**config.mk**
```make
export PLATFORM = sky130hd
export DESIGN_NAME = in_controlador
export DESIGN_NICKNAME = d
export VERILOG_FILES = /design/src/rtl/in_controlador.sv
export SDC_FILE = /design/constraint.sdc
export NUM_CORES = 1
export LEC_CHECK = 0
export ABC_AREA = 0
export CAP_MARGIN = 30
export CORE_UTILIZATION = 55
export CTS_BUF_LIST = sky130_fd_sc_hd__clkbuf_8
export DETAILED_ROUTE_END_ITERATION = 10
export DONT_BUFFER_PORTS = 1
export GPL_TIMING_DRIVEN = 0
export PLACE_DENSITY = 0.8
export SYNTH_ARGS = -nofsm -noshare
export SYNTH_HDL_FRONTEND = slang
export SYNTH_SLANG_ARGS = --single-unit
```
**constraint.sdc**
```tcl
create_clock -name clock -period 3.05 [get_ports clock]
set_clock_uncertainty 0.05 [all_clocks]
set_input_delay 0.61 -clock clock [delete_from_list [all_inputs] [get_ports clock]]
set_output_delay 0.61 -clock clock [all_outputs]
set_load 0.005 [all_outputs]
```
**src/rtl/in_controlador.sv**
```systemverilog
// CPU input port: synchronises switches/button, debounces the button and stalls the
// CPU until one fresh press delivers a switch sample on saida (valido pulses once).
module in_controlador #(
  parameter int WIDTH           = 18,
  parameter int SYNC_STAGES     = 2,
  parameter int DEBOUNCE_CYCLES = 50000
) (
  input  logic             clock,
  input  logic             reset_n,
  input  logic [WIDTH-1:0] switch,
  input  logic             botao,
  input  logic             escreveInput,
  output logic             haltIn,
  output logic [WIDTH-1:0] saida,
  output logic             valido
);

  localparam int CW = $clog2(DEBOUNCE_CYCLES + 1);

  typedef enum logic [1:0] {
    OCIOSO,
    ESPERA_SOLTAR,
    ESPERA_PRESS,
    ENTREGA
  } estado_t;

  estado_t                              estado_q, estado_d;
  logic [SYNC_STAGES-1:0]               b_sync_q, b_sync_d;
  logic [SYNC_STAGES-1:0][WIDTH-1:0]    sw_sync_q, sw_sync_d;
  logic                                 estavel_q, estavel_d;
  logic [CW-1:0]                        contador_q, contador_d;
  logic [WIDTH-1:0]                     saida_q, saida_d;
  logic                                 valido_q, valido_d;
  logic                                 b_s;
  logic [WIDTH-1:0]                     sw_s;

  assign b_s  = b_sync_q[SYNC_STAGES-1];
  assign sw_s = sw_sync_q[SYNC_STAGES-1];

  always_comb begin
    b_sync_d  = {b_sync_q[SYNC_STAGES-2:0], botao};
    sw_sync_d = {sw_sync_q[SYNC_STAGES-2:0], switch};
  end

  // Accept a new button level only after it differs from the accepted one for
  // DEBOUNCE_CYCLES consecutive cycles; any agreeing cycle restarts the count.
  always_comb begin
    estavel_d  = estavel_q;
    contador_d = contador_q;
    if (b_s == estavel_q) begin
      contador_d = '0;
    end else if (contador_q == CW'(DEBOUNCE_CYCLES - 1)) begin
      estavel_d  = b_s;
      contador_d = '0;
    end else begin
      contador_d = contador_q + CW'(1);
    end
  end

  always_comb begin
    estado_d = estado_q;
    saida_d  = saida_q;
    valido_d = 1'b0;
    case (estado_q)
      OCIOSO: begin
        if (escreveInput) estado_d = estavel_q ? ESPERA_SOLTAR : ESPERA_PRESS;
      end
      ESPERA_SOLTAR: begin
        if (!escreveInput)   estado_d = OCIOSO;
        else if (!estavel_q) estado_d = ESPERA_PRESS;
      end
      ESPERA_PRESS: begin
        // A dropped request wins over a press seen on the same edge.
        if (!escreveInput) begin
          estado_d = OCIOSO;
        end else if (estavel_q) begin
          estado_d = ENTREGA;
          saida_d  = sw_s;
          valido_d = 1'b1;
        end
      end
      ENTREGA: estado_d = OCIOSO;
      default: estado_d = OCIOSO;
    endcase
  end

  always_ff @(posedge clock or negedge reset_n) begin
    if (!reset_n) begin
      estado_q   <= OCIOSO;
      b_sync_q   <= '0;
      sw_sync_q  <= '0;
      estavel_q  <= 1'b0;
      contador_q <= '0;
      saida_q    <= '0;
      valido_q   <= 1'b0;
    end else begin
      estado_q   <= estado_d;
      b_sync_q   <= b_sync_d;
      sw_sync_q  <= sw_sync_d;
      estavel_q  <= estavel_d;
      contador_q <= contador_d;
      saida_q    <= saida_d;
      valido_q   <= valido_d;
    end
  end

  assign haltIn = reset_n & escreveInput & (estado_q != ENTREGA);
  assign saida  = saida_q;
  assign valido = valido_q;

endmodule

```
==> impl_table.tex <==
\begin{tabular}{lr}
\hline
Metric & Value \\
\hline
\multicolumn{2}{l}{\textbf{Global routing}} \\
Initial antenna violation count & 0 \\
Maximum number of pins on one net before global-route repair & 77 \\
Global route total overflow & 0 \\
Vias in the first global route & 1,467 \\
Wire length of the first global-routing pass & 6770 um \\
Overall routing resource usage & 18.6\% \\
\multicolumn{2}{l}{\textbf{Synth}} \\
Async set-reset flop share out of synthesis & 100\% \\
\#FFs+latches synth & 76 \\
Cell taking the most area after synthesis & dfrtp\_1 \\
Yosys warns & 0 \\
Mean Syn Cell Area & 12.5 um\^{}2 \\
Distinct cell type count of the synthesized netlist & 21 \\
Dominant synthesized flop cell & dfrtp\_1 \\
Netlist Area Pre-Place & 2570 um\^{}2 \\
Number of cells produced by synthesis & 206 \\
Synthesized Nets & 229 \\
Number of synthesized flops with an enable pin & 0 \\
Ranking of synthesized cells by area & dfrtp\_1 74\%, nand2\_1 8.3\%, xnor2\_1 4.1\% \\
Portion of synthesized cell area occupied by the leading cell type & 73.9\% \\
Sequential fraction of the synthesis area & 73.9\% \\
\multicolumn{2}{l}{\textbf{Clock tree}} \\
Master cell of the clock root buffer & clkbuf\_8 \\
Buffer levels on the longest clock path & 2 \\
CTS tree & yes \\
Source-to-sink clock delay at the later pin of the worst-skew pair & 0.34 ns \\
Number of buffers created by CTS & 9 \\
Clock transition at the registers of the reported paths & 0.07 ns \\
Cells resized by post-CTS repair & 0 \\
Htree depth & 3 \\
Clock tree sinks & 76 \\
Number of setup buffers added after CTS & 0 \\
Cts-stage hold buffer count & 1 \\
\multicolumn{2}{l}{\textbf{Power and ir drop}} \\
Clock share of power & 40.9\% \\
Net Switching & 368 uW \\
Cell-internal power & 1.46 mW \\
Switching Fraction & 20.1\% \\
Pwr/cell area & 639 nW/um\^{}2 \\
Fraction of power consumed by combinational cells & 2.0\% \\
Leakage component of the power & 1.38 nW \\
Maximum resistive drop on vdd & 0.000430 V \\
Total Power Consumption & 1.83 mW \\
Sequential Power Share & 57.2\% \\
\multicolumn{2}{l}{\textbf{Worst setup path}} \\
Worst reg-to-reg setup slack & 1.11 ns \\
Path depth of the worst reg2reg path & 5 \\
Data required time at the worst endpoint & 3.23 ns \\
Element type at the critical path end & flip-flop \\
Cells along the critical path & nor4\_1 -> nand3\_1 -> o41ai\_4 -> buf\_6 -> nor2\_1 \\
WS Path Type & flip-flop to flip-flop \\
Startpoint type of the worst setup path & flip-flop \\
Slowest cell on crit path & o41ai\_4 \\
Data arrival time at the worst-slack endpoint & 2.12 ns \\
Reg2reg start & contador\_q[13] \\
Peak fanout along the critical path & 10 \\
Delay of the slowest cell on the worst path & 0.58 ns \\
Reg2Reg Capture Point & contador\_q[13] \\
\multicolumn{2}{l}{\textbf{Die}} \\
Number of top-level pins & 42 \\
Die span in x & 70.4 um \\
Starting density of the core & 58.3\% \\
Height of the die & 70.4 um \\
Floorplan core area & 4410 um\^{}2 \\
Number of cell rows & 24 \\
DIE AREA & 4960 um\^{}2 \\
\multicolumn{2}{l}{\textbf{Timing}} \\
Unrepaired setup endpoints after global routing & no \\
Crit share post-route & 63.6\% \\
Max Clock Freq & 0.515 GHz \\
Final count of negative-setup-slack endpoints & 0 \\
Slew HR & 65.3\% \\
Total negative slack for setup checks & 0 ns \\
Min Tclk post-route & 1.94 ns \\
Number of pins with negative max-slew slack in the final report & 0 \\
Final WS setup & 1.11 ns \\
Worst-Margin Slew & 0.518 ns \\
Final worst hold slack & 0.0986 ns \\
Final hold vios & 0 \\
\multicolumn{2}{l}{\textbf{Outcome}} \\
Result of the run & completed \\
\multicolumn{2}{l}{\textbf{Routing}} \\
Count of TritonRoute iterations in the first routing pass & 4 \\
Total Routed Length & 4010 um \\
Detailed-route via count & 1,458 \\
Post-route antenna net violation count & 0 \\
DRC violations left & 0 \\
DRC violation total after the first TritonRoute iteration & 111 \\
Vias/cell & 5.32 \\
Routed wirelength normalized by instance count & 14.6 um \\
\multicolumn{2}{l}{\textbf{Final layout}} \\
Fraction of final layout cells with drive strength greater than 1 & 9.01\% \\
Final design utilization & 65.0\% \\
Final nets & 241 \\
Antenna cell count & 0 \\
P\&R area growth vs syn & 11.4\% \\
\multicolumn{2}{l}{\textbf{Placed design}} \\
Worst slack, placed & 1.07 ns \\
Gp weighted congestion & 0.862 \\
IO buf count & 0 \\
Detailed-placement wirelength estimate & 2650 um \\
\multicolumn{2}{l}{\textbf{Flow run}} \\
Number of violations of the max-capacitance limit & 0 \\
\multicolumn{2}{l}{\textbf{Min path}} \\
Class of the most critical hold timing path & primary input to asynchronous set/reset pin \\
\hline
\end{tabular}
## cell families after synthesis
family,after synthesis,synth area share [%]
buffers and inverters,9,1.65
XOR/XNOR,15,5.10
flip-flops,76,73.9
AND/OR/NAND/NOR,101,16.8
AO/OA/AOI/OAI,3,1.65
multiplexers,1,0.437
adder cells (fa/ha/maj),1,0.486
## synth_stat cells (2+ instances only)
master and n:
dfrtp_1 76, inv_1 5, a21boi_0 2, nand3_1 6
nor3_1 3, nor2_1 19, nand2_1 57, xnor2_1 12
xor2_1 3, and2_1 3, nor4_1 6, nand4_1 5
## routing by layer
layer | track usage [%] | vias to the layer above | part of all wire (%)
met5 | 0 | - | 0
met4 | 9.11 | 0 | 1.2
met3 | 6.93 | 4 | 5.3
met2 | 29.2 | 42 | 51
met1 | 22.6 | 728 | 43
li1 | - | 684 | -
## worst max-delay path by stage
stage	slack, ns	to	cells after the start	startpoint
floorplan	1.36	contador_q[10]	5	contador_q[12]
finish	1.11	contador_q[13]	5	contador_q[13]
CTS	1.09	contador_q[13]	5	contador_q[12]
detailed placement	1.07	saida[13]	5	escreveInput
global placement	1.12	saida[11]	5	escreveInput
global route	0.96	contador_q[7]	5	contador_q[12]
## sequential cells by signal (all words and copies together), names as in the netlist
name / flops
valido: 1
sw_sync_d: 18
b_sync_q: 2
sw_s: 18
estavel_q: 1
saida: 18
contador_q: 16
estado_q: 2
## power groups by stage
stage | Sequential, mW | Clock, mW | Combinational, mW
floorplan | 1.06 | 0 | 0.0127
global placement | 1.07 | 0 | 0.0149
detailed placement | 1.07 | 0 | 0.0150
CTS | 1.05 | 0.766 | 0.0378
global route | 1.05 | 0.813 | 0.0420
finish | 1.05 | 0.749 | 0.0359
## cell type report
class | instances | area, um^2
clock buffers | 11 | 151
repair buffers | 1 | 27.5
plain buffers | 3 | 20.0
fillers | 315 | 1550
clock inverters | 4 | 48.8
well taps | 52 | 65.1
multi-input cells | 121 | 631
flip-flops and latches | 76 | 1900
inverters | 6 | 22.5
## through the flow
step                instance area [um^2]  cells
global placement                    2640    258
finish                              2870    274
floorplan                           2570    206
CTS                                 2870    274
detailed placement                  2640    258
global route                        2870    274
## placed cells by master (no fill, tap or decap)
cell type,n
buf_2,1
clkinv_2,2
buf_6,1
nand3_1,6
clkbuf_8,11
clkbuf_1,1
nand4b_1,1
a21boi_0,2
nor2_1,19
and3_1,1
dfrtp_1,76
nor3_1,3
nor4_1,6
o41ai_4,1
bufinv_16,1
clkinv_1,1
mux2_2,1
xor2_1,3
xnor2_1,12
nand4_1,5
nand2_1,57
ha_1,1
buf_16,1
and2_1,3
clkinv_4,1
inv_1,5
## worst max-delay path, delay by kind of cell (launching register included)
family                 cells  cell delay (ns)
AO/OA/AOI/OAI              1             0.58
buffers and inverters      1             0.21
flip-flops                 1             0.43
AND/OR/NAND/NOR            3             0.55
Power figures use the tool's default switching activity.
